==> config.mk <==
export PLATFORM = sky130hd
export DESIGN_NAME = cpu_intctrl
export DESIGN_NICKNAME = d
export VERILOG_FILES = /design/src/rtl/cpu_intctrl_pkg.sv /design/src/rtl/cpu_intctrl_timer.sv /design/src/rtl/cpu_intctrl.sv
export SDC_FILE = /design/constraint.sdc
export NUM_CORES = 1
export LEC_CHECK = 0
export ABC_AREA = 1
export BUFFER_PORTS_ARGS = -buffer_cell sky130_fd_sc_hd__clkbuf_2
export CELL_PAD_IN_SITES_DETAIL_PLACEMENT = 1
export CELL_PAD_IN_SITES_GLOBAL_PLACEMENT = 2
export CORE_MARGIN = 2
export CORE_UTILIZATION = 30
export DETAILED_ROUTE_END_ITERATION = 10
export PLACE_DENSITY_LB_ADDON = 0.15
export SLEW_MARGIN = 20
export SYNTH_ARGS = -nofsm -noshare
export SYNTH_HDL_FRONTEND = slang
export SYNTH_HIERARCHICAL = 1
export SYNTH_SLANG_ARGS = --single-unit
export TNS_END_PERCENT = 20
==> constraint.sdc <==
create_clock -name clock -period 6.3 [get_ports clock]
set_clock_uncertainty 0.15 [all_clocks]
set_input_delay 0 -clock clock [delete_from_list [all_inputs] [get_ports clock]]
set_output_delay 0 -clock clock [all_outputs]
set_load 0.01 [all_outputs]
==> src/rtl/cpu_intctrl_pkg.sv <==
// Shared constants, register-select encoding and bit helpers for the
// vectored interrupt controller.
package cpu_intctrl_pkg;

    // Register offsets relative to the block's first CSR number
    localparam logic [3:0] INTC_IPEND    = 4'd0;
    localparam logic [3:0] INTC_IENABLE  = 4'd1;
    localparam logic [3:0] INTC_IINSERV  = 4'd2;
    localparam logic [3:0] INTC_IVECBASE = 4'd3;
    localparam logic [3:0] INTC_TIMER0   = 4'd4;

    // The block claims 16 CSR numbers: enough for 4 fixed registers plus
    // up to 4 timers, the remainder read as zero
    localparam int INTC_SPAN       = 16;
    localparam int INTC_VEC_STRIDE = 8;

    localparam logic [31:0] INTC_VECBASE_RESET = 32'hffff_0008;

    typedef enum logic [2:0] {
        SEL_NONE,
        SEL_IPEND,
        SEL_IENABLE,
        SEL_IINSERV,
        SEL_IVECBASE,
        SEL_TCOUNT,
        SEL_TRELOAD
    } csrSel_e;

    // Isolate the lowest set bit of a vector (zero stays zero)
    function automatic logic [31:0] lowestBit(input logic [31:0] v);
        return v & (~v + 32'd1);
    endfunction

    // Index of the lowest set bit; zero when the vector is empty
    function automatic logic [4:0] firstIndex(input logic [31:0] v);
        logic [4:0] idx;
        idx = '0;
        for (int i = 31; i >= 0; i--) begin
            if (v[i]) idx = 5'(i);
        end
        return idx;
    endfunction

    // Sources whose pending bit is held in a flop: every timer and every
    // edge-triggered external input
    function automatic logic [31:0] storedMask(input int nt, input int ne,
                                               input logic [31:0] em);
        logic [31:0] m;
        m = '0;
        for (int i = 0; i < 32; i++) begin
            if (i < nt) m[i] = 1'b1;
            else if (i < nt + ne) m[i] = em[i - nt];
        end
        return m;
    endfunction

endpackage

==> src/rtl/cpu_intctrl_timer.sv <==
// One countdown timer: count and reload registers with a CSR write port.
// o_zero pulses for the cycle in which the count steps from 1 to 0.
module intc_timer
    import cpu_intctrl_pkg::*;
(
    input  logic        clock,
    input  logic        reset,
    input  logic        i_countWr,
    input  logic        i_reloadWr,
    input  logic [31:0] i_wdata,
    output logic [31:0] o_count,
    output logic [31:0] o_reload,
    output logic        o_zero
);

    logic [31:0] r_count;
    logic [31:0] r_reload;

    // A software write to the count beats the decrement of that cycle
    assign o_zero   = !i_countWr && (r_count == 32'd1);
    assign o_count  = r_count;
    assign o_reload = r_reload;

    // Count down while non-zero; on expiry reload (reload of 0 stops the timer)
    always_ff @(posedge clock or negedge reset) begin
        if (!reset) begin
            r_count  <= '0;
            r_reload <= '0;
        end else begin
            if (i_reloadWr) r_reload <= i_wdata;
            if (i_countWr) r_count <= i_wdata;
            else if (r_count == 32'd1) r_count <= r_reload;
            else if (r_count != 32'd0) r_count <= r_count - 32'd1;
        end
    end

endmodule

==> src/rtl/cpu_intctrl.sv <==
// Vectored interrupt controller with countdown timers. Timers occupy the
// lowest source indices, external inputs follow; lower index wins and a
// source may preempt only handlers of strictly lower priority.
module cpu_intctrl
    import cpu_intctrl_pkg::*;
#(
    parameter int          NUM_EXT    = 8,
    parameter int          NUM_TIMERS = 2,
    parameter logic [31:0] EDGE_MASK  = 32'h0000_00FF,
    parameter logic [12:0] CSR_BASE   = 13'h0040
) (
    input  logic               clock,
    input  logic               reset,
    input  logic               stall,
    input  logic [NUM_EXT-1:0] ext_irq,
    input  logic               csr_wr,
    input  logic               csr_rd,
    input  logic [12:0]        csr_addr,
    input  logic [31:0]        csr_wdata,
    output logic [31:0]        csr_rdata,
    output logic               csr_hit,
    input  logic               irq_global_en,
    output logic               irq_req,
    output logic [4:0]         irq_cause,
    output logic [31:0]        irq_vector,
    input  logic               irq_ack,
    input  logic               irq_eoi
);

    localparam int          NSRC        = NUM_TIMERS + NUM_EXT;
    localparam logic [31:0] SRC_MASK    = 32'((64'd1 << NSRC) - 64'd1);
    localparam logic [31:0] STORED_MASK = storedMask(NUM_TIMERS, NUM_EXT, EDGE_MASK) & SRC_MASK;
    localparam logic [31:0] LEVEL_MASK  = SRC_MASK & ~STORED_MASK;

    logic [NUM_EXT-1:0] r_sync1;
    logic [NUM_EXT-1:0] r_sync2;
    logic [NUM_EXT-1:0] r_syncPrev;
    logic [31:0]        r_pendStore;
    logic [31:0]        r_enable;
    logic [31:0]        r_inserv;
    logic [31:0]        r_vecBase;
    logic               r_irqReq;
    logic [4:0]         r_irqCause;
    logic [31:0]        r_irqVector;
    logic [31:0]        r_csrRdata;
    logic               r_csrHit;

    logic [12:0]        w_offset;
    logic               w_inRange;
    logic [3:0]         w_lowOff;
    logic [2:0]         w_tIdx;
    csrSel_e            w_sel;
    logic               w_wrEn;
    logic [31:0]        w_rdMux;

    logic [31:0]           w_tCount  [NUM_TIMERS];
    logic [31:0]           w_tReload [NUM_TIMERS];
    logic [NUM_TIMERS-1:0] w_tZero;

    logic [NUM_EXT-1:0] w_extRise;
    logic [31:0]        w_hwSet;
    logic [31:0]        w_w1c;
    logic [31:0]        w_pending;
    logic [31:0]        w_active;
    logic [4:0]         w_winIdx;
    logic [31:0]        w_insLow;
    logic               w_priorityOk;
    logic               w_reqCond;
    logic               w_reqNext;
    logic               w_ackValid;
    logic               w_eoiValid;
    logic [31:0]        w_ackBit;
    logic [31:0]        w_insAfterEoi;

    assign w_offset  = csr_addr - CSR_BASE;
    assign w_inRange = (w_offset < 13'(INTC_SPAN));
    assign w_wrEn    = csr_wr && !stall;

    // Decode the CSR number into a register select and timer index
    always_comb begin
        w_sel    = SEL_NONE;
        w_tIdx   = '0;
        w_lowOff = w_offset[3:0] - INTC_TIMER0;
        if (w_inRange) begin
            case (w_offset[3:0])
                INTC_IPEND:    w_sel = SEL_IPEND;
                INTC_IENABLE:  w_sel = SEL_IENABLE;
                INTC_IINSERV:  w_sel = SEL_IINSERV;
                INTC_IVECBASE: w_sel = SEL_IVECBASE;
                default: begin
                    w_tIdx = w_lowOff[3:1];
                    if (w_lowOff[3:1] < 3'(NUM_TIMERS))
                        w_sel = w_lowOff[0] ? SEL_TRELOAD : SEL_TCOUNT;
                end
            endcase
        end
    end

    for (genvar k = 0; k < NUM_TIMERS; k++) begin : g_timer
        intc_timer u_timer (
            .clock      (clock),
            .reset      (reset),
            .i_countWr  (w_wrEn && (w_sel == SEL_TCOUNT)  && (w_tIdx == 3'(k))),
            .i_reloadWr (w_wrEn && (w_sel == SEL_TRELOAD) && (w_tIdx == 3'(k))),
            .i_wdata    (csr_wdata),
            .o_count    (w_tCount[k]),
            .o_reload   (w_tReload[k]),
            .o_zero     (w_tZero[k])
        );
    end

    // Level sources are never stored: their pending bit is the synchronised line
    assign w_pending = r_pendStore | ((32'(r_sync2) << NUM_TIMERS) & LEVEL_MASK);
    assign w_extRise = r_sync2 & ~r_syncPrev;
    assign w_hwSet   = (32'(w_tZero) | (32'(w_extRise) << NUM_TIMERS)) & STORED_MASK;
    assign w_w1c     = (w_wrEn && (w_sel == SEL_IPEND)) ? (csr_wdata & SRC_MASK) : '0;

    // An ack only counts while a request is actually being presented
    assign w_ackValid    = irq_ack && !stall && r_irqReq;
    assign w_eoiValid    = irq_eoi && !stall;
    assign w_ackBit      = w_ackValid ? (32'd1 << r_irqCause) : '0;
    assign w_insAfterEoi = w_eoiValid ? (r_inserv & (r_inserv - 32'd1)) : r_inserv;

    // The winner must sit strictly below the highest-priority handler in service
    assign w_active     = w_pending & r_enable;
    assign w_winIdx     = firstIndex(w_active);
    assign w_insLow     = lowestBit(r_inserv);
    assign w_priorityOk = (r_inserv == '0) || ((w_active & (w_insLow - 32'd1)) != '0);
    assign w_reqCond    = (w_active != '0) && irq_global_en && w_priorityOk;
    assign w_reqNext    = w_reqCond && !w_ackValid;

    // Two-flop synchroniser plus a delayed copy for rising-edge detection
    always_ff @(posedge clock or negedge reset) begin
        if (!reset) begin
            r_sync1    <= '0;
            r_sync2    <= '0;
            r_syncPrev <= '0;
        end else begin
            r_sync1    <= ext_irq;
            r_sync2    <= r_sync1;
            r_syncPrev <= r_sync2;
        end
    end

    // Stored pending bits: a hardware set beats both W1C and ack clearing
    always_ff @(posedge clock or negedge reset) begin
        if (!reset) r_pendStore <= '0;
        else        r_pendStore <= ((r_pendStore & ~w_w1c & ~w_ackBit) | w_hwSet) & STORED_MASK;
    end

    // Software-owned configuration registers
    always_ff @(posedge clock or negedge reset) begin
        if (!reset) begin
            r_enable  <= '0;
            r_vecBase <= INTC_VECBASE_RESET;
        end else if (w_wrEn) begin
            if (w_sel == SEL_IENABLE)  r_enable  <= csr_wdata & SRC_MASK;
            if (w_sel == SEL_IVECBASE) r_vecBase <= {csr_wdata[31:3], 3'b000};
        end
    end

    // In-service stack as a bitmap: EOI retires the innermost level, then ack pushes
    always_ff @(posedge clock or negedge reset) begin
        if (!reset) r_inserv <= '0;
        else        r_inserv <= w_insAfterEoi | w_ackBit;
    end

    // Request, cause and vector move together so the exception unit sees a coherent set
    always_ff @(posedge clock or negedge reset) begin
        if (!reset) begin
            r_irqReq    <= 1'b0;
            r_irqCause  <= '0;
            r_irqVector <= INTC_VECBASE_RESET;
        end else begin
            r_irqReq <= w_reqNext;
            if (w_reqNext) begin
                r_irqCause  <= w_winIdx;
                r_irqVector <= r_vecBase + 32'(w_winIdx) * 32'(INTC_VEC_STRIDE);
            end
        end
    end

    // Read data selection for the addressed register
    always_comb begin
        w_rdMux = '0;
        case (w_sel)
            SEL_IPEND:    w_rdMux = w_pending;
            SEL_IENABLE:  w_rdMux = r_enable;
            SEL_IINSERV:  w_rdMux = r_inserv;
            SEL_IVECBASE: w_rdMux = r_vecBase;
            SEL_TCOUNT: begin
                for (int k = 0; k < NUM_TIMERS; k++)
                    if (w_tIdx == 3'(k)) w_rdMux = w_tCount[k];
            end
            SEL_TRELOAD: begin
                for (int k = 0; k < NUM_TIMERS; k++)
                    if (w_tIdx == 3'(k)) w_rdMux = w_tReload[k];
            end
            default: w_rdMux = '0;
        endcase
    end

    // Register the read result for P4; a stalled pipeline keeps the old value
    always_ff @(posedge clock or negedge reset) begin
        if (!reset) begin
            r_csrRdata <= '0;
            r_csrHit   <= 1'b0;
        end else if (!stall) begin
            r_csrRdata <= csr_rd ? w_rdMux : '0;
            r_csrHit   <= w_inRange && (csr_rd || csr_wr);
        end
    end

    assign csr_rdata  = r_csrRdata;
    assign csr_hit    = r_csrHit;
    assign irq_req    = r_irqReq;
    assign irq_cause  = r_irqCause;
    assign irq_vector = r_irqVector;

endmodule

# After elaboration in Yosys (flattened, before gate mapping)

Index checks and enable logic that the tools add are counted.

Register bits: 304
Word-level logic and storage cells: 141

Magnitude comparators: 2
$add $sub $neg: 8
Eq/ne operators: 12
Muxes and demuxes: 53
Reduce and logical (&&, ||, !) cells: 35
Shift operators: 1
Bitwise logic cells: 14

Operator list:

| cell                                                | count |
|---|---|
| two-way mux 32 bit                                  | 13 |
| case mux 32 bit (6 select lines)                    | 1 |
| two-way mux 5 bit                                   | 32 |
| nonzero test 32 bit                                 | 4 |
| subtractor 32 x 1 -> 32 bit, second input constant  | 4 |
| AND 32 bit                                          | 2 |
| == test 32 x 1 -> 1 bit, second input constant      | 2 |
| adder 32 x 1 -> 32 bit, second input constant       | 1 |
| adder 32 x 8 -> 32 bit                              | 1 |
| AND 10 x 32 -> 32 bit                               | 1 |
| zero test 32 bit                                    | 1 |
| inverter 32 bit                                     | 1 |
| bitwise OR 32 bit                                   | 1 |
| << shifter 1 x 5 -> 32 bit, first input constant    | 1 |
| AND 10 bit                                          | 3 |
| inverter 10 bit                                     | 2 |
| logical AND 1 bit                                   | 17 |
| < comparator 13 x 5 -> 1 bit, second input constant | 1 |
| subtractor 13 x 7 -> 13 bit, second input constant  | 1 |
| two-way mux 3 bit                                   | 4 |
| case mux 3 bit (4 select lines)                     | 1 |
| two-way mux 10 bit                                  | 1 |
| bitwise OR 10 bit                                   | 1 |
| bitwise OR 2 x 10 -> 10 bit                         | 1 |
| other kinds (17)                                    | 28 |

# Depth between registers and ports, before layout

Gate-level depths: netlist of the first run.

Depth after elaboration: 33
Mapped depth: 18
Depth with buffers taken out: 18

# Hierarchy

Netlist of the first run, hierarchy kept.

By module, submodules not included:

| module                           | times used | area each (um^2) | cells each |
|---|---|---|---|
| cpu_intctrl                      | 1          | 10,067.2         | 1,403 |
| intc_timer at g_timer[0].u_timer | 1          | 3,942.5          | 508 |
| intc_timer at g_timer[1].u_timer | 1          | 3,918.8          | 506 |

# Worst setup path before layout of the first run

No wires, ideal clock.

Path kind: input port to flip-flop
Start: input port csr_addr[2]
End: register g_timer[0].u_timer.r_reload[14]
Path slack: 3,520 ps
Stages on the path: 14
Data required time: 6,025 ps
Setup time: 125 ps
Arrival time: 2,505 ps
Path buffers: 4
Path through: clkbuf_1 > inv_1 > ha_1 > nand2_1 > inv_1 > nor2_4 > nand4_1 > nor2_4 > buf_2 > inv_1 > nor3_1 > clkbuf_1 > clkbuf_1 > mux2_2

Cells in the longest elaborated chain, start to end: 9
Elaborated cells between the ends (all ways): 18
Classes of those cells: add/sub: 2; order compare: 2; eq/ne: 4; mux: 5; reduce/logical: 5

Ends and longest elaborated chain:

| element                         | RTL line                | RTL |
|---|---|---|
| from (decl)                     | cpu_intctrl.sv:18       | `input logic [12:0] csr_addr,` |
| subtractor 13 x 7 -> 13 bit (*) | cpu_intctrl.sv:75       | `assign w_offset = csr_addr - CSR_BASE;` |
| subtractor 4 x 3 -> 4 bit       | cpu_intctrl.sv:83       | `w_lowOff = w_offset[3:0] - INTC_TIMER0;` |
| < comparator 3 x 2 -> 1 bit     | cpu_intctrl.sv:92       | `if (w_lowOff[3:1] < 3'(NUM_TIMERS))` |
| two-way mux 3 bit               | cpu_intctrl.sv:92       |  |
| case mux 3 bit (4 select lines) | cpu_intctrl.sv:85       | `case (w_offset[3:0])` |
| two-way mux 3 bit               | cpu_intctrl.sv:84       | `if (w_inRange) begin` |
| == test 3 bit                   | cpu_intctrl.sv:104      | `.i_reloadWr (w_wrEn && (w_sel == SEL_TRELOAD) && (w_tIdx == 3'(k))),` |
| logical AND 1 bit               | cpu_intctrl.sv:104      |  |
| logical AND 1 bit (*)           | cpu_intctrl.sv:104      |  |
| to (signal assigned)            | cpu_intctrl_timer.sv:30 | `if (i_reloadWr) r_reload <= i_wdata;` |
| to (decl)                       | cpu_intctrl_timer.sv:17 | `logic [31:0] r_reload;` |

Every way passes the cells marked *; elsewhere a longest branch is shown, timed or not.
A chain may end at the register's enable or synchronous reset.

# Worst setup path after layout of the first run

Start: input port csr_addr[0]
End: register g_timer[0].u_timer.r_count[18]

Cells in the longest elaborated chain, start to end: 10
Elaborated cells between the ends (all ways): 21
Classes of those cells: add/sub: 2; order compare: 2; eq/ne: 4; mux: 7; reduce/logical: 6

Ends and longest elaborated chain:

| element                                                                          | RTL line                             | RTL |
|---|---|---|
| subtractor 13 x 7 -> 13 bit (*)                                                  | cpu_intctrl.sv:75                    |  |
| subtractor 4 x 3 -> 4 bit                                                        | cpu_intctrl.sv:83                    |  |
| < comparator 3 x 2 -> 1 bit / two-way mux 2 bit (equally long branches)          | cpu_intctrl.sv:92, cpu_intctrl.sv:93 |  |
| two-way mux 3 bit                                                                | cpu_intctrl.sv:92                    |  |
| case mux 3 bit (4 select lines)                                                  | cpu_intctrl.sv:85                    |  |
| two-way mux 3 bit                                                                | cpu_intctrl.sv:84                    |  |
| == test 3 bit                                                                    | cpu_intctrl.sv:103                   | `.i_countWr (w_wrEn && (w_sel == SEL_TCOUNT) && (w_tIdx == 3'(k))),` |
| logical AND 1 bit                                                                | cpu_intctrl.sv:103                   |  |
| logical AND 1 bit (*)                                                            | cpu_intctrl.sv:103                   |  |
| nonzero test 3 bit (no source line) / two-way mux 32 bit (equally long branches) | n/a                                  |  |
| to (signal assigned)                                                             | cpu_intctrl_timer.sv:31              | `if (i_countWr) r_count <= i_wdata;` |
| to (signal assigned)                                                             | cpu_intctrl_timer.sv:32              | `else if (r_count == 32'd1) r_count <= r_reload;` |
| to (signal assigned)                                                             | cpu_intctrl_timer.sv:33              | `else if (r_count != 32'd0) r_count <= r_count - 32'd1;` |
| to (decl)                                                                        | cpu_intctrl_timer.sv:16              | `logic [31:0] r_count;` |

Marks and branches as above.

==> results of run 1 <==
through the flow:
step,setup WS (ns),hold slack (ns),instance area (um2)
3_3_place_gp,2.05,-0.0411,19200
5_1_grt,2.20,0.0652,21100
6_report,2.51,-0.00543,21100
4_1_cts,2.58,0.0190,21100
3_5_place_dp,1.98,-0.0394,19200
2_1_floorplan,3.52,-0.446,17900
critical path: cells and delay by family:
| family | cells | cell delay [ns] |
|---|---|---|
| compound gates | 2 | 0.33 |
| buf+inv | 5 | 2.02 |
| simple gates | 7 | 1.66 |
kinds of logic after synthesis:
group,synth area share
AND/OR/NAND/NOR,0.356
flip-flops,0.421
buffers and inverters,0.0792
other,0.000209
XOR/XNOR,0.0254
adder cells (fa/ha/maj),0.0102
multiplexers,0.0459
AO/OA/AOI/OAI,0.0623
worst max-delay path by stage:
| stage | endpoint | cells past startpoint | slack, ns | start |
|---|---|---|---|---|
| after floorplan | g_timer[0].u_timer/o_reload[14] | 14 | 3.52 | csr_addr[2] |
| after global placement | g_timer[0].u_timer/o_count[18] | 14 | 2.05 | csr_addr[2] |
| after detailed placement | g_timer[0].u_timer/o_count[18] | 14 | 1.98 | csr_addr[2] |
| after CTS | g_timer[0].u_timer/o_count[18] | 14 | 2.58 | csr_addr[0] |
| after global routing | g_timer[0].u_timer/o_count[18] | 14 | 2.20 | csr_addr[2] |
| final | g_timer[0].u_timer/o_count[18] | 14 | 2.51 | csr_addr[0] |
placed cells by master (no fill, tap or decap), drive strengths merged:
| cell type | count |
|---|---|
| a21oi | 36 |
| o41ai | 1 |
| and2 | 1 |
| o211ai | 9 |
| dfrtp | 266 |
| o21a | 2 |
| inv | 246 |
| clkinv | 10 |
| bufinv | 3 |
| a22o | 1 |
| conb | 4 |
| dlygate4sd3 | 63 |
| ha | 13 |
| o22ai | 3 |
| nor4 | 10 |
| o2bb2ai | 1 |
| nand3 | 199 |
| o31ai | 3 |
| mux2 | 73 |
| diode | 1 |
| nand4 | 67 |
| nor3 | 37 |
| o21ai | 95 |
| fa | 1 |
| xor2 | 28 |
| nand2 | 872 |
| nor2 | 257 |
| nand3b | 13 |
| a21boi | 6 |
| dfstp | 34 |
| a31oi | 25 |
| clkinvlp | 2 |
| clkbuf | 175 |
| buf | 17 |
| xnor2 | 24 |
| or2 | 5 |
routing by layer:
metal | GRT usage | routed length, um | up-vias
met3 | 0.0322 | 2680 | 102
li1 | - | - | 8063
met4 | 0.0830 | 2410 | 0
met2 | 0.394 | 34900 | 319
met1 | 0.328 | 34800 | 8407
met5 | 0 | 0 | -
sequential cells by signal, summed over array words and instances, names as in the netlist, named ones only:
| register | count |
|---|---|
| g_timer.u_timer/o_reload | 64 |
| irq_req | 1 |
| r_sync2 | 8 |
| csr_hit | 1 |
| csr_rdata | 32 |
| r_pendStore | 10 |
| r_inserv | 16 |
| g_timer.u_timer/o_count | 64 |
| r_syncPrev | 8 |
| irq_vector | 29 |
| irq_cause | 4 |
| r_enable | 10 |
| r_vecBase | 29 |
| r_sync1 | 8 |
power breakdown:
group          switching (uW)  internal, uW  leakage (uW)
Clock                     933          1300      0.000611
Combinational             564           288       0.00628
Sequential                153          2040       0.00387
Total                    1650          3630        0.0108
area by class of cell:
class | instances | share of cell area
clock buffer | 49 | 0.0499
multi-input combinational | 1786 | 0.427
timing repair buffer | 206 | 0.0668
sequential | 300 | 0.358
inverter | 244 | 0.0436
antenna | 1 | 0.000119
clock inverter | 17 | 0.00872
tap | 773 | 0.0458
==> impl_metrics.tcl, run 1 <==
set metrics [dict create \
    status "finished, violations left" \
    failed_checks "hold timing" \
    nets 2651 \
    cts_hold_buf 63 \
    start_kind "input port" \
    synth_largest_area_cell "dfrtp_1" \
    crit_fanout 35 \
    tns_ns 0 \
    rsz0062_at_grt "no" \
    ant_nets 0 \
    synth_top_flop_cell "dfrtp_1" \
    grt_pass1_vias 17900 \
    h-tree-depth 2 \
    synthTopCellsByArea "dfrtp_1 (37%), nand2_1 (18%), nand3_1 (5.4%)" \
    fin_cells 3376 \
    synth_edf_count 0 \
    drc 0 \
    min_path_type "in -> async" \
    clkLatencyLatePin_ns 0.58 \
    crit_slowest_cell "inv_1" \
    cts_made_buffers 38 \
    synth_top_area_share 0.371 \
    grt_max_degree 119 \
    worstSetupPathType "in -> reg" \
    drive_above_1_share 0.155 \
    clkSlewWorstSetupHoldPaths_ns 0.06 \
    yosysMostFrequentCell "nand2_1" \
    num_rows 89 \
    cts_num_sinks 300 \
    slowest_delay_ns 0.66 \
    fmax_mhz 264 \
    grt_overflow 0 \
    ys_ff_latch 300 \
    wl_um 74800 \
    place.gp.congestion 0.887 \
    path_cells "dlygate4sd3_1, clkbuf_2, nand3_1, o21ai_1, nand4_1, nor2_4, inv_1, nor3_2, buf_4, inv_1, nand2_1, o21ai_0, nor2_1, nor2_2" \
    cts_resized 0 \
    synthArstFlopShare 1.00 \
    vdd_drop_max_uv 225 \
    syn_area_mm2 0.0179 \
    worstReg2RegStart "r_pendStore[9]" \
    die_x_um 248 \
    io_buffer_count 127 \
    nFillCells 7297 \
    grtUsageTotal 0.242 \
    r2r_cells 18 \
    vias 16900 \
    routedWlPerCell_um 22.1 \
    drtPass1Iterations 5 \
    ys_warn_count 6 \
    drtIter0Drc 954 \
    p_total_uw 5280 \
    synth_seq_area_share 0.421 \
    regArea_mm2 0.00755 \
    leakagePower_uw 0.0108 \
    min_period_ns 3.79 \
    cts_tree "done" \
    fp.dieH_um 248 \
    critPathCaptureType "register" \
    cap_violations 0 \
    core_area_mm2 0.0590 \
    dp.cells 3246 \
    antenna_found_initial 0 \
    cts_root_buf "clkbuf_16" \
    rrSetupSlack_ns 2.89 \
    syn_inst 2417 \
    worst_pin_slew_ns 1.12 \
    postCtsSetupBuffers 0 \
    grt_pass1_wl_um 114000 \
    arrival_ns 4.08 \
    period_share 0.601 \
    via_per_inst 5.00 \
    hold_violations 13 \
    areaGrowthSynthToFinish_pct 17.7 \
    max_slew_margin 0.251 \
    multi_input_area_mm2 0.00901 \
    holdWs_ns -0.00543 \
    dp_hpwl_um 56600 \
    powerDensity_mw_per_mm2 250 \
    yosysUniqueCellTypes 51 \
    initial_core_util 0.304 \
    ios 132 \
    crit-reg2reg-capture "irq_vector[31]" \
    die_area_mm2 0.0617 \
    postSynthAreaPerCell_um2 7.42 \
    synth_common_cells "nand2_1 (859), dfrtp_1 (266), inv_1 (235), nor2_1 (216), nand3_1 (193)" \
    fin_util 0.357 \
    crit_required_ns 6.59 \
    cpMostUsedCell "inv_1" \
    slew_violations 0 \
    clockBufferDepth 3 \
    finalSetupViolCount 0 \
]
(Power assumes the default switching activity.)
==> run 2, diff against run 1 <==
==> constraint.sdc (replaced) <==
create_clock -name clock -period 3.8 [get_ports clock]
set_clock_uncertainty 0.15 [all_clocks]
set_input_delay 0 -clock clock [delete_from_list [all_inputs] [get_ports clock]]
set_output_delay 0 -clock clock [all_outputs]
set_load 0.01 [all_outputs]
==> run 2 against run 1 <==
  * The run now ends clean
  * Flip-flop and latch count did not move
  * Wire length fell by 1.9%
  * Via count barely moved
  * Critical path depth rose by 4
  * Largest cell class unchanged
  * Setup slack got worse by 2.0 ns
  * Register-to-register slack got worse by 2.4 ns
==> impl_metrics.tcl, run 2 (synthesis gave the netlist of run 1 again) <==
set metrics [dict create \
    io_buffer_count 127 \
    finalSetupViolCount 0 \
    place.gp.congestion 0.877 \
    dp_hpwl_um 56900 \
    critPathCaptureType "register" \
    vdd_drop_max_uv 333 \
    powerDensity_mw_per_mm2 413 \
    sw_frac_of_total 0.307 \
    min_period_ns 3.33 \
    slew_violations 0 \
    period_share 0.877 \
    clockPowerShare 0.423 \
    worstSetupPathType "reg -> reg" \
    worst_pin_slew_ns 1.01 \
    die_area_mm2 0.0617 \
    p_int_uw 6090 \
    nets 2673 \
    drive_above_1_share 0.161 \
    cts_made_buffers 39 \
    num_rows 89 \
    clkSlewWorstSetupHoldPaths_ns 0.06 \
    core_area_mm2 0.0590 \
    drtIter0Drc 1021 \
    power.share.sequential 0.412 \
    wl_um 73400 \
    grt_overflow 0 \
    crit_fanout 4 \
    fmax_mhz 300 \
    via_per_inst 4.97 \
    status "completed" \
    cts_tree "done" \
    initial_core_util 0.304 \
    h-tree-depth 2 \
    rsz0062_at_grt "no" \
    fp.dieH_um 248 \
    areaGrowthSynthToFinish_pct 18.8 \
    ios 132 \
    combPwrFrac 0.165 \
    antenna_cells 0 \
    cts_resized 0 \
    arrival_ns 3.65 \
    grt_pass1_vias 17400 \
    grtUsageTotal 0.237 \
    drtPass1Iterations 5 \
    ant_nets 0 \
    grt_max_degree 67 \
    crit_required_ns 4.12 \
    holdWs_ns 0.0413 \
    final_common_cell "nand2_1" \
    cap_violations 0 \
    tns_ns 0 \
    drc 0 \
    max_slew_margin 0.327 \
    cts_num_sinks 300 \
    p_sw_uw 2700 \
    grt_pass1_wl_um 112000 \
    vias 16900 \
    hold_violations 0 \
    layout_common_cells "nand2_1 (859), dfrtp_1 (266), inv_1 (235)" \
    min_path_type "in -> reg" \
    start_kind "register" \
    routedWlPerCell_um 21.6 \
    antenna_found_initial 0 \
    clkLatencyLatePin_ns 0.56 \
    clockBufferDepth 3 \
    cts_root_buf "clkbuf_16" \
    leakagePower_uw 0.0109 \
    die_x_um 248 \
]
## run 2: cell count changes in the layout (fill, tap and decap cells not counted), moves of 2 or more
cell,previous run,this run
dlygate4sd3_1,63,61
clkbuf_8,6,10
buf_12,1,3
buf_4,15,36
clkinv_2,9,5
clkbuf_1,5,10
## run 2: metrics by stage
step	area, um2	utilization	total power [uW]	setup WS [ns]	cells
6_report	21300	0.361	8790	0.468	3400
5_1_grt	21300	0.361	9250	0.179	3400
4_1_cts	21300	0.361	8920	0.492	3400
3_5_place_dp	19400	0.329	5070	0.516	3268
3_3_place_gp	19400	0.329	5050	0.626	3268
2_1_floorplan	17900	-	4510	1.02	2420
## run 2: final cells by class
type,instances,area (um2)
repair buffers,227,1590
clock buffers,59,1150
fillers,7278,37700
multi-input cells,1786,9000
clock inverters,11,119
flip-flops and latches,300,7550
well taps,773,967
inverters,244,921
## run 2: routing by layer
layer | vias to the layer above | global-route usage | wire, um
met2 | 301 | 0.392 | 34500
li1 | 8105 | - | -
met1 | 8405 | 0.330 | 34800
met5 | - | 0 | 0
met3 | 93 | 0.0243 | 2200
met4 | 0 | 0.0647 | 1880
## run 2: power groups by stage
stage	sequential [uW]	combinational [uW]	clock [uW]
floorplan	3590	920	0
CTS	3620	1460	3840
detailed placement	3670	1400	0
global route	3650	1640	3960
finish	3620	1450	3720
global placement	3670	1380	0
## run 2: worst paths after layout
| check | start | to | slack, ns | cells past startpoint |
|---|---|---|---|---|
| max in group asynchronous | reset | r_pendStore[5] | 2.15 | 4 |
| min in group asynchronous | reset | g_timer[0].u_timer/o_count[26] | 0.40 | 3 |
| max | r_enable[9] | irq_vector[21] | 0.47 | 18 |
| max reg2reg | r_enable[9] | irq_vector[21] | 0.47 | 18 |
| min reg2reg | r_sync1[2] | r_sync2[2] | 0.20 | 0 |
| min | csr_addr[12] | csr_rdata[24] | 0.04 | 8 |
## run 2: worst max-delay path, cell delays in order, from the launching register on
cell and delay, ns:
dfrtp_1 0.37, nand2_1 0.09, inv_1 0.09, nand2_1 0.05, nand2_1 0.06, a21oi_1 0.06, o21ai_0 0.14, nand2_1 0.06
a21boi_0 0.42, ha_1 0.31, fa_1 0.24, nand3_1 0.10, nand3_1 0.22, nand2_1 0.16, nor2_1 0.22, nand2_1 0.13
nor2_1 0.13, xnor2_1 0.14, o21ai_1 0.09
## run 2: what timing repair did
| item | CTS | global route |
|---|---|---|
| hold buffers | 62 | 0 |
| setup buffers | 0 | 0 |
| setup endpoints to repair | 0 | 0 |
| hold endpoints to repair | 447 | 0 |
==> run 3, diff against run 2 <==
--- a/config.mk
+++ b/config.mk
@@ -12,6 +12,7 @@
 export CORE_MARGIN = 2
 export CORE_UTILIZATION = 30
 export DETAILED_ROUTE_END_ITERATION = 10
+export GPL_ROUTABILITY_DRIVEN = 0
 export PLACE_DENSITY_LB_ADDON = 0.15
 export SLEW_MARGIN = 20
 export SYNTH_ARGS = -nofsm -noshare
==> constraint.sdc (replaced) <==
create_clock -name clock -period 3.95 [get_ports clock]
set_clock_uncertainty 0.15 [all_clocks]
set_input_delay 0 -clock clock [delete_from_list [all_inputs] [get_ports clock]]
set_output_delay 0 -clock clock [all_outputs]
set_load 0.01 [all_outputs]
==> run 3 against run 2 <==
  * Design area is 0.17% higher
  * Sequential share of layout area decreased by 0.060 points
  * Utilization increased by 0.061 points
  * Final cell count barely moved
  * Non-clock buffer count decreased by 5
  * Maximum frequency fell by 1.6%
==> impl_metrics.tcl, run 3 (synthesis gave the netlist of run 1 again) <==
set metrics [dict create \
    status "completed" \
    grtUsageMet1 0.324 \
    slew_violations 0 \
    postCtsSetupBuffers 0 \
    holdPathStages 8 \
    crit_fanout 4 \
    ios 132 \
    antenna_found_initial 1 \
    drtPass1Iterations 5 \
    drive_above_1_share 0.162 \
    slowest_delay_ns 0.44 \
    worst_pin_slew_ns 1.06 \
    path_cells "nand2_1, inv_1, nand2_1, nand2_1, a21oi_1, o21ai_0, nand2_1, a21boi_0, ha_1, fa_1, nand3_1, nand3_1, nand2_1, nor2_1, nand2_1, nor2_1, xnor2_1, o21ai_1" \
    arrival_ns 3.72 \
    leakagePower_uw 0.0109 \
    cpMostUsedCell "nand2_1" \
    cap_violations 0 \
    drc 0 \
    cts_num_sinks 300 \
    h-tree-depth 2 \
    crit_slowest_cell "a21boi_0" \
    vias 16800 \
    tns_ns 0 \
    clockBufferDepth 3 \
    clkLatencyLatePin_ns 0.57 \
    fmax_mhz 295 \
    die_x_um 248 \
    min_period_ns 3.39 \
    finalSetupViolCount 0 \
    groute.layer.met3.usage 0.0238 \
    dp_hpwl_um 56800 \
    ant_nets 0 \
    cts_root_buf "clkbuf_16" \
    hold_violations 0 \
    worstSetupPathType "reg -> reg" \
    grt_overflow 0 \
    grt_max_degree 102 \
    via_per_inst 4.96 \
    routedWlPerCell_um 21.6 \
    cts_tree "done" \
    layout_common_cells "nand2_1 (859), dfrtp_1 (266), inv_1 (235)" \
    final_common_cell "nand2_1" \
    num_rows 89 \
    r2r_cells 18 \
    place_ws_ns 0.637 \
    grt_pass1_wl_um 113000 \
    gr-usage-met2 0.396 \
    setup_slack_ns 0.563 \
    initial_core_util 0.304 \
    min_path_type "in -> reg" \
    crit_required_ns 4.28 \
    grt_pass1_vias 18000 \
    io_buffer_count 127 \
    core_area_mm2 0.0590 \
    areaGrowthSynthToFinish_pct 19.0 \
    vdd_drop_max_uv 319 \
    fp.dieH_um 248 \
    critPathCaptureType "register" \
    start_kind "register" \
    wl_um 73500 \
    die_area_mm2 0.0617 \
    grt_most_used_layer "met2" \
    drtIter0Drc 938 \
    clkSlewWorstSetupHoldPaths_ns 0.06 \
    p_total_uw 8630 \
    max_slew_margin 0.290 \
    powerDensity_mw_per_mm2 404 \
    rsz0062_at_grt "no" \
    nets 2668 \
    cts_made_buffers 39 \
    grtUsageTotal 0.238 \
    period_share 0.857 \
]
-- run 3: repair_timing --
action	4_1_cts	5_1_grt
endpoints found under the hold margin	543	0
resized for setup	0	0
hold buffers	62	0
-- run 3: report_power, final --
group	total (uW)	internal, uW	leakage [uW]	switching, uW
Clock	3740	2240	0.000648	1500
Sequential	3480	3250	0.00387	236
Combinational	1400	469	0.00637	932
-- run 3: area by class of cell --
class / instances / area [um2]
fill: 7281 / 37700
multi-input combinational: 1786 / 9000
sequential: 300 / 7550
timing repair buffer: 222 / 1570
clock buffer: 54 / 1110
tap: 773 / 967
inverter: 244 / 921
clock inverter: 18 / 209
antenna: 1 / 2.50
-- run 3: critical path: cells and delay by family (launching register included) --
| kind | cells | cell delay (ns) |
|---|---|---|
| AND/OR/NAND/NOR | 10 | 1.25 |
| AO/OA/AOI/OAI | 4 | 0.75 |
| adder cells (fa/ha/maj) | 2 | 0.55 |
| flip-flops | 1 | 0.38 |
| XOR/XNOR | 1 | 0.13 |
| buffers and inverters | 1 | 0.08 |
-- run 3: stage by stage --
| step | instance area [um2] | std cells | hold slack, ns | util |
|---|---|---|---|---|
| floorplan | 17900 | 2420 | -0.446 | - |
| global placement | 19400 | 3263 | -0.176 | 0.328 |
| detailed placement | 19400 | 3263 | -0.170 | 0.328 |
| CTS | 21300 | 3397 | 0.00455 | 0.361 |
| global route | 21300 | 3397 | 0.0600 | 0.361 |
| finish | 21300 | 3398 | 0.0386 | 0.361 |
-- run 3: layer usage --
layer  share of wire  wire [um]
met1            0.47      34700
met2            0.47      34700
met3           0.026       1890
met4           0.030       2200
met5               0          0
-- run 3: path summary, 6_finish.rpt --
path                                     start              to  slack (ns)
worst min register to register      r_sync1[3]      r_sync2[3]        0.20
max in group asynchronous                reset   csr_rdata[12]        2.49
min in group asynchronous                reset   r_vecBase[21]        0.48
worst max register to register  r_pendStore[9]  irq_vector[21]        0.56
worst min-delay path               csr_addr[4]   csr_rdata[24]        0.04
worst max-delay path            r_pendStore[9]  irq_vector[21]        0.56
